[config.mk]
export PLATFORM = sky130hd
export DESIGN_NAME = acc_core_flat
export DESIGN_NICKNAME = d
export VERILOG_FILES = /design/src/rtl/acc_core_if.sv /design/src/rtl/acc_core.sv /design/src/flat_wrapper.sv
export SDC_FILE = /design/constraint.sdc
export NUM_CORES = 1
export LEC_CHECK = 0
export ABC_AREA = 1
export CORE_MARGIN = 2
export CORE_UTILIZATION = 39
export DETAILED_ROUTE_END_ITERATION = 8
export PLACE_DENSITY_LB_ADDON = 0.2
export SLEW_MARGIN = 5
export SYNTH_ARGS = -nofsm -noshare
export SYNTH_HDL_FRONTEND = slang
export SYNTH_SLANG_ARGS = --single-unit
[constraint.sdc]
create_clock -name clk -period 2.94 [get_ports clk]
set_input_delay 0.735 -clock clk [delete_from_list [all_inputs] [get_ports clk]]
set_output_delay 0.735 -clock clk [all_outputs]
set_load 0.02 [all_outputs]
[src/rtl/acc_core_if.sv]
// Word-addressed request/acknowledge memory port used by acc_core.
// The core drives the request side through the master modport; a RAM,
// SPI RAM controller or testbench model answers through the slave modport.
interface acc_core_if #(
  parameter int WIDTH = 16
);
  localparam int AW = WIDTH - 4;

  logic             req;
  logic             we;
  logic [AW-1:0]    addr;
  logic [WIDTH-1:0] wdata;
  logic [WIDTH-1:0] rdata;
  logic             ack;

  modport master (
    output req,
    output we,
    output addr,
    output wdata,
    input  rdata,
    input  ack
  );

  modport slave (
    input  req,
    input  we,
    input  addr,
    input  wdata,
    output rdata,
    output ack
  );
endinterface

[src/rtl/acc_core.sv]
// acc_core: parametrised accumulator CPU with zero and carry flags.
// Runs single-step or free-run, and talks to memory over a generic
// req/ack port. Opcode F is an explicit illegal-instruction trap.
module acc_core #(
  parameter int WIDTH = 16,
  parameter int OUT_W = 8
) (
  input  logic             clk,
  input  logic             rst_n,
  input  logic             step,
  input  logic             run,
  output logic             busy,
  output logic             halt,
  output logic             trap,
  output logic [OUT_W-1:0] data_out,
  acc_core_if.master       mem
);

  localparam int AW = WIDTH - 4;

  localparam logic [3:0] OP_NOP  = 4'h0;
  localparam logic [3:0] OP_HALT = 4'h1;
  localparam logic [3:0] OP_LDI  = 4'h2;
  localparam logic [3:0] OP_LD   = 4'h3;
  localparam logic [3:0] OP_ST   = 4'h4;
  localparam logic [3:0] OP_ADD  = 4'h5;
  localparam logic [3:0] OP_SUB  = 4'h6;
  localparam logic [3:0] OP_AND  = 4'h7;
  localparam logic [3:0] OP_OR   = 4'h8;
  localparam logic [3:0] OP_XOR  = 4'h9;
  localparam logic [3:0] OP_NOT  = 4'hA;
  localparam logic [3:0] OP_JMP  = 4'hB;
  localparam logic [3:0] OP_JZ   = 4'hC;
  localparam logic [3:0] OP_JC   = 4'hD;
  localparam logic [3:0] OP_OUT  = 4'hE;
  localparam logic [3:0] OP_ILL  = 4'hF;

  typedef enum logic [2:0] {
    S_IDLE,
    S_FETCH,
    S_EXEC,
    S_MEM,
    S_HALT,
    S_TRAP
  } state_t;

  state_t           state;
  state_t           state_n;

  logic [AW-1:0]    pc;
  logic [WIDTH-1:0] acc;
  logic [WIDTH-1:0] inst;
  logic             z;
  logic             c;

  logic [3:0]       op;
  logic [AW-1:0]    imm;
  logic [WIDTH-1:0] imm_ext;
  logic             is_mem_op;
  logic             xfer_done;
  logic             retire;

  logic             req;
  logic             we;
  logic [AW-1:0]    addr;
  logic [WIDTH-1:0] wdata;

  logic [WIDTH:0]   sum;
  logic [WIDTH:0]   diff;

  logic [AW-1:0]    pc_next;
  logic [WIDTH-1:0] acc_next;
  logic             acc_we;
  logic             c_next;
  logic             c_we;
  logic             out_we;

  assign op        = inst[WIDTH-1 -: 4];
  assign imm       = inst[AW-1:0];
  assign imm_ext   = {4'b0000, imm};
  assign is_mem_op = (op >= OP_LD) && (op <= OP_XOR);
  assign xfer_done = req & mem.ack;

  // Retire happens in EXEC for register-only ops, or on the MEM ack for
  // memory ops; HALT and the illegal opcode never retire.
  assign retire = ((state == S_EXEC) && !is_mem_op && (op != OP_HALT) && (op != OP_ILL)) ||
                  ((state == S_MEM) && xfer_done);

  // The carry/borrow come out of the extra top bit of a WIDTH+1 wide operation.
  assign sum  = {1'b0, acc} + {1'b0, mem.rdata};
  assign diff = {1'b0, acc} - {1'b0, mem.rdata};

  assign mem.req   = req;
  assign mem.we    = we;
  assign mem.addr  = addr;
  assign mem.wdata = wdata;

  // State register; reset drops any pending request at the same edge.
  always_ff @(posedge clk) begin
    if (!rst_n) begin
      state <= S_IDLE;
    end else begin
      state <= state_n;
    end
  end

  // Next-state and bus/status outputs; the bus is only non-zero while requesting.
  always_comb begin
    state_n = state;
    req     = 1'b0;
    we      = 1'b0;
    addr    = '0;
    wdata   = '0;
    busy    = 1'b1;
    halt    = 1'b0;
    trap    = 1'b0;
    case (state)
      S_IDLE: begin
        busy = 1'b0;
        if (step || run) begin
          state_n = S_FETCH;
        end
      end
      S_FETCH: begin
        req  = 1'b1;
        addr = pc;
        if (mem.ack) begin
          state_n = S_EXEC;
        end
      end
      S_EXEC: begin
        if (is_mem_op) begin
          state_n = S_MEM;
        end else if (op == OP_HALT) begin
          state_n = S_HALT;
        end else if (op == OP_ILL) begin
          state_n = S_TRAP;
        end else begin
          state_n = run ? S_FETCH : S_IDLE;
        end
      end
      S_MEM: begin
        req  = 1'b1;
        addr = imm;
        if (op == OP_ST) begin
          we    = 1'b1;
          wdata = acc;
        end
        if (mem.ack) begin
          state_n = run ? S_FETCH : S_IDLE;
        end
      end
      S_HALT: begin
        busy = 1'b0;
        halt = 1'b1;
      end
      S_TRAP: begin
        busy = 1'b0;
        trap = 1'b1;
      end
      default: begin
        state_n = S_IDLE;
      end
    endcase
  end

  // Retire results: new accumulator, carry, output strobe and next pc.
  always_comb begin
    pc_next  = pc + AW'(1);
    acc_next = acc;
    acc_we   = 1'b0;
    c_next   = c;
    c_we     = 1'b0;
    out_we   = 1'b0;
    case (op)
      OP_LDI: begin
        acc_next = imm_ext;
        acc_we   = 1'b1;
      end
      OP_LD: begin
        acc_next = mem.rdata;
        acc_we   = 1'b1;
      end
      OP_ADD: begin
        acc_next = sum[WIDTH-1:0];
        acc_we   = 1'b1;
        c_next   = sum[WIDTH];
        c_we     = 1'b1;
      end
      OP_SUB: begin
        acc_next = diff[WIDTH-1:0];
        acc_we   = 1'b1;
        c_next   = diff[WIDTH];
        c_we     = 1'b1;
      end
      OP_AND: begin
        acc_next = acc & mem.rdata;
        acc_we   = 1'b1;
      end
      OP_OR: begin
        acc_next = acc | mem.rdata;
        acc_we   = 1'b1;
      end
      OP_XOR: begin
        acc_next = acc ^ mem.rdata;
        acc_we   = 1'b1;
      end
      OP_NOT: begin
        acc_next = ~acc;
        acc_we   = 1'b1;
      end
      OP_JMP: begin
        pc_next = imm;
      end
      OP_JZ: begin
        if (z) begin
          pc_next = imm;
        end
      end
      OP_JC: begin
        if (c) begin
          pc_next = imm;
        end
      end
      OP_OUT: begin
        out_we = 1'b1;
      end
      default: begin
        pc_next = pc + AW'(1);
      end
    endcase
  end

  // Architectural registers: instruction latch on fetch ack, everything else on retire.
  always_ff @(posedge clk) begin
    if (!rst_n) begin
      pc       <= '0;
      acc      <= '0;
      inst     <= '0;
      z        <= 1'b0;
      c        <= 1'b0;
      data_out <= '0;
    end else begin
      if ((state == S_FETCH) && xfer_done) begin
        inst <= mem.rdata;
      end
      if (retire) begin
        pc <= pc_next;
        if (acc_we) begin
          acc <= acc_next;
          z   <= (acc_next == '0);
        end
        if (c_we) begin
          c <= c_next;
        end
        if (out_we) begin
          data_out <= acc[OUT_W-1:0];
        end
      end
    end
  end

endmodule
[src/flat_wrapper.sv]
// flat-port wrapper written by rule: the top's interface ports become plain ports
module acc_core_flat 
#(
  parameter int WIDTH = 16,
  parameter int OUT_W = 8
)
  (clk, rst_n, step, run, busy, halt, trap, data_out, mem_req, mem_we, mem_addr, mem_wdata, mem_rdata, mem_ack);
  acc_core_if #(.WIDTH(WIDTH)) mem_i ();
  input  logic clk;
  input  logic rst_n;
  input  logic step;
  input  logic run;
  output logic busy;
  output logic halt;
  output logic trap;
  output logic [OUT_W-1:0] data_out;
  output wire logic [$bits(mem_i.req)-1:0] mem_req;
  output wire logic [$bits(mem_i.we)-1:0] mem_we;
  output wire logic [$bits(mem_i.addr)-1:0] mem_addr;
  output wire logic [$bits(mem_i.wdata)-1:0] mem_wdata;
  input wire logic [$bits(mem_i.rdata)-1:0] mem_rdata;
  input wire logic [$bits(mem_i.ack)-1:0] mem_ack;
  assign mem_req = mem_i.req;
  assign mem_we = mem_i.we;
  assign mem_addr = mem_i.addr;
  assign mem_wdata = mem_i.wdata;
  assign mem_i.rdata = mem_rdata;
  assign mem_i.ack = mem_ack;
  acc_core #(.WIDTH(WIDTH), .OUT_W(OUT_W)) u_core (.clk(clk), .rst_n(rst_n), .step(step), .run(run), .busy(busy), .halt(halt), .trap(trap), .data_out(data_out), .mem(mem_i));
endmodule
# After elaboration in Yosys (flattened, before gate mapping)
# Cells that the tools add are included.
# totals
word_cells	89
input_bits	21
out_inout_bits	41
latch_bits	0
romBits	0
ramBits	0
ff_bits	57
n_memories	0
# classes
div_mod_pow	0
n_reduce_logical	21
eq_ne	25
n_addsub	3
muxes	25
shift	0
bitwise_logic	6
order_cmp	2
multipliers	0
# op_table
cell	n
$pmux 16 s8	1
$pmux 12 s3	1
$eq 4x4->1 const B	8
$mux 16	2
$mux 12	2
$pmux 12 s2	1
$mux 3	6
$add 16x16->17	1
$sub 16x16->17	1
$and 16x16->16	1
$eq 4x3->1 const B	4
$logic_not 16->1	1
$not 16->16	1
$or 16x16->16	1
$xor 16x16->16	1
$pmux 3 s5	1
$add 12x1->12 const B	1
$mux 1	10
$eq 4x2->1 const B	2
$reduce_or 8->1	1
$eq 3x2->1 const B	2
$eq 3x3->1 const B	2
$logic_and 1x1->1	6
$reduce_or 2->1	3
other kinds (19)	22

# Longest topological paths before layout
# logic_depth
ltp_word	8
ltp_mapped	19
mapped_depth_nobuf	19

# Least setup slack after synthesis
# OpenSTA, ideal clock, no wires.
# synth_timing
path_type	input -> register
from	input mem_rdata[0]
to	register u_core.z
setup_ns	0.070
stages	18
path_slack_ns	0.400
t_arrival_ns	2.470
cell_sequence	ha_1 > inv_1 > fa_1 > inv_1 > nand3_1 > nand2_1 > nand2_1 > nand2_1 > nand2_1 > nand2_1 > nand2_1 > nand3_1 > nand3_1 > nor2_1 > nand2_1 > nor2_1 > nand3_1 > a21oi_1
# synth_between
elab_chain_len	3
elab_cells_between_ends	7
classes_between	add/sub (2); mux (1); bitwise (3); reduce/logical (1)
# synth_rtl
element	line_no	rtl
start: declaration	flat_wrapper.sv:21	input wire logic [$bits(mem_i.rdata)-1:0] mem_rdata;
$sub 16x16->17, or another cell as far along	acc_core.sv:91	assign diff = {1'b0, acc} - {1'b0, mem.rdata};
$pmux 16 s8 (*)	acc_core.sv:175	case (op)
$logic_not 16->1 (*)	acc_core.sv:251	z <= (acc_next == '0);
end signal: assignment	acc_core.sv:251	
end: declaration	acc_core.sv:53	logic z;
# Mark *: on every way between the ends. The rest lies on a longest branch, timed or not.
# A chain may end at the register's enable or synchronous reset.

# Final worst setup path
# layout_timing
from	register u_core.state[0]
to	output mem_addr[10]
# layout_between
elab_chain_len	2
elab_cells_between_ends	3
classes_between	eq/ne (2); mux (1)
# layout_rtl
element	line_no	rtl
start: declaration	acc_core.sv:47	state_t state;
start signal: assignment	acc_core.sv:103	state <= state_n;
$eq 3x2->1 or $eq 3x1->1 (tied branches)	acc_core.sv:117	case (state)
$pmux 12 s2 (*)	acc_core.sv:117	
end: declaration	flat_wrapper.sv:19	output wire logic [$bits(mem_i.addr)-1:0] mem_addr;
# Marked as above.

==> metrics.md <==
| Metric | Value |
|---|---|
| Status | completed |
| DRT Pass-1 Iters | 6 |
| Leading post-synthesis cells by cell area | dfxtp_1, nand2_1, ha_1 |
| Row count | 44 |
| Worst-Skew Late Latency | about 340 ps |
| Complex-gate fraction of the synthesized area | 0.194 |
| Post-synthesis net count | between 1000 and 1500 |
| Met2 usage | 0.450 |
| GR met1 Demand/Resource | 0.361 |
| Final Core Density | 0.552 |
| Final period utilization | 0.970 |
| WS Path Type | reg2out |
| Most Crowded Layer GR | met2 |
| Wire per inst | 17.0 um |
| Antenna violations before repair | 0 |
| Synth warnings | 0 |
| Final std cells w/o fill | 1342 |
| Largest family of logic cells by synthesized area | simple AND/OR/NAND/NOR gates |
| Clk slew on worst S/H paths | 50 ps |
| ANT nets after route | 0 |
| Post-route setup TNS | 0 ps |
| Core Footprint | between 10000 and 15000 sq um |
| CTS tree | yes |
| Cell area after synthesis | roughly 5700 sq um |
| # hold bufs at CTS | 0 |
| Die Span X | between 100 and 150 um |
| Syn Area/Cell | between 5 and 6 sq um |
| Die Y | 125 um |
| Share of the synthesized area in the top cell type | 0.199 |
| Synth-to-Final Area Change | 39.0% |
| Flop pwr share | 0.279 |
| Cell Pwr Density | approximately 400 nW/um^2 |
| Crit. End Element | primary output |
| Pint | 2.07 mW |
| Filler Cell Count | roughly 1500 |
| Max Slew Vio Count | 0 |
| Slew @ Worst Pin | about 1200 ps |
| Vias | 7139 |
| Die area | 15700 sq um |
| Post-synth ARST share | 0 |
| Final Wtd Congestion | a little over 1 |
| Most frequent cell after synthesis | nand2_1 |
| CP Data Arrival Time | around 2100 ps |
| Number of failing hold endpoints at the final stage | 0 |
| Worst Path Required | 2200 ps |
| Tot Pwr | between 3 and 4 mW |
| Post-synthesis cell count | between 900 and 1000 |
| Post-synthesis adder-cell area fraction | 0.120 |
| Tot GR Track Use | 0.285 |
| Fin nets | around 1200 |
| Number of global-route vias before repair | a little under 7000 |
| Ports | between 60 and 70 |
| Clock skew | 10.3 ps |
| Buffers on Ports | 61 |
| Max Cap Violations | 0 |
| Mux cell area share after synthesis | 0 |
| Sw Pwr | 1.23 mW |
| Minimum clock period | ~2900 ps |
| Number of synthesized flops with an enable pin | 0 |
| Yosys cell types | 40 |
| DR vias/cell | approximately 5.3 |
| Crit path max fanout | 8 |
| Peak supply drop | 0.000364 V |
| Post-Place Worst Slack | -406 ps |
| Largest net degree at the start of global routing | 33 |
| Hold Crit Class | reg2reg |
| Synth Area in Simple Gates | 0.366 |
| # DRC | 0 |
| Diodes inserted | 0 |
| Leak pwr | ~4 nW |
| Final setup margin | about 89 ps |
| Dominant synthesized flop cell | dfxtp_1 |
| Met3 GRT Util | 0.0496 |
| H-tree depth | 3 |
| Root Buffer | clkbuf_16 |
| Count of final setup violators | 0 |
| Synthesized flop and latch total | between 50 and 60 |
| Placed cells | 1326 |
| First-pass GRT wire length | ~36 mm |
| CP Launch Type | flip-flop |
| Final wirelength | between 20 and 25 mm |
| Sw Ratio | 0.372 |
| RSZ-0062 raised after global routing | yes |
| Total CTS buffers | 9 |
| Synth area leader | dfxtp_1 |
| Clock sinks | 57 |
| Synth Area in XOR/XNOR | 0.00152 |
| Achievable clock frequency | 0.351 GHz |
| Seq/Total Area, Yosys | 0.199 |
| Iter 0 DRT Violations | 510 |
| GR Overflow Total | 0 |
| Layout cell share with drive strength beyond 1 | 0.183 |
| Post-DP HPWL | roughly 18 mm |
| Clock power frac | 0.343 |
| Starting density of the core | 0.397 |
| Bufs on Longest Clock Path | 2 |
| Comb pwr share | 0.378 |
| Post-synth top cells | nand2_1, inv_1, nor2_1 |
| Max-slew headroom | 0.205 |
[metal layers]
layer	up-vias	routed length, um	share of wire
met1	3169	9540	0.42
met4	0	1490	0.066
met5	-	0	0
li1	3565	-	-
met2	317	10100	0.44
met3	88	1670	0.073
[worst paths after layout]
kind              depth (start not counted)                 end          startpoint  slack [ps]
setup / recovery                          5        mem_addr[10]     u_core.state[0]          90
hold / removal                            2  u_core.data_out[5]  u_core.data_out[5]         520
setup reg to reg                         17            u_core.z     u_core.inst[14]         220
hold reg to reg                           2  u_core.data_out[5]  u_core.data_out[5]         520
[what timing repair did]
item / in CTS / in global routing
pin swaps: 0 / 8
gates resized for setup: 3 / 64
setup buffers: 0 / 1
endpoints found under the setup margin: 2 / 25
[state kept, by name (all words and copies together) (netlist names)]
signal,cells
u_core.data_out,8
u_core.pc,12
u_core.z,1
u_core.c,1
u_core.inst,16
u_core.state,3
u_core.acc,16
[worst max-delay path, stage by stage, from the launching register on]
cell             delay [ps]
dfxtp_1                 380
nand2_1                 160
nor2_4                  200
inv_1                   180
o22ai_1                 220
clkdlybuf4s50_1         630
[power by group through the flow]
stage	combinational (mW)	clock (mW)	sequential [mW]
floorplan	0.688	0	0.909
global placement	1.17	0	0.932
detailed placement	1.17	0	0.933
CTS	1.18	1.14	0.918
global route	1.36	1.17	0.928
finish	1.24	1.13	0.920
[cell usage in the layout, fill, tap and decap left out, types with 4 or more instances in the layout]
cell / count
nand2_1: 239
buf_4: 131
inv_1: 125
nor2_1: 118
nand3_1: 88
a21oi_1: 63
dfxtp_1: 57
o21ai_0: 50
clkdlybuf4s50_1: 46
ha_1: 39
o22ai_1: 23
inv_2: 16
nor3_1: 15
dlymetal6s2s_1: 14
o21ai_1: 10
nand4_1: 10
nand2_2: 9
a211oi_1: 9
ha_4: 9
clkbuf_16: 9
nor2_2: 8
a221oi_1: 7
a21oi_2: 6
a31oi_1: 6
nand3_2: 4
o21bai_1: 4
o221ai_1: 4
o211ai_1: 4
ha_2: 4
clkbuf_8: 4
[logic make-up (layout without fill, tap and decap cells)]
group	Yosys count	count (layout)
flip-flops	57	57
XOR/XNOR	1	1
adder cells (fa/ha/maj)	54	54
AND/OR/NAND/NOR	503	503
AO/OA/AOI/OAI	193	193
buffers and inverters	179	350
[metrics by stage]
| stage | hold WS [ps] | instance area [sq um] |
|---|---|---|
| 3_5_place_dp | 494 | 7420 |
| 5_1_grt | 530 | 7990 |
| 4_1_cts | 519 | 7740 |
| 6_report | 519 | 7990 |
| 3_3_place_gp | 491 | 7420 |
| 2_1_floorplan | 453 | 5750 |
[area by class of cell]
class | instances | area, sq um | share of cell area
Multi-Input combinational cell | 751 | 4140 | 0.518
Inverter | 143 | 537 | 0.0672
Sequential cell | 57 | 1140 | 0.143
Clock buffer | 13 | 280 | 0.0351
Clock inverter | 2 | 35.0 | 0.00438
Timing Repair Buffer | 192 | 1630 | 0.204
Tap cell | 184 | 230 | 0.0288
No activity file was read; power rests on OpenSTA's default activity.
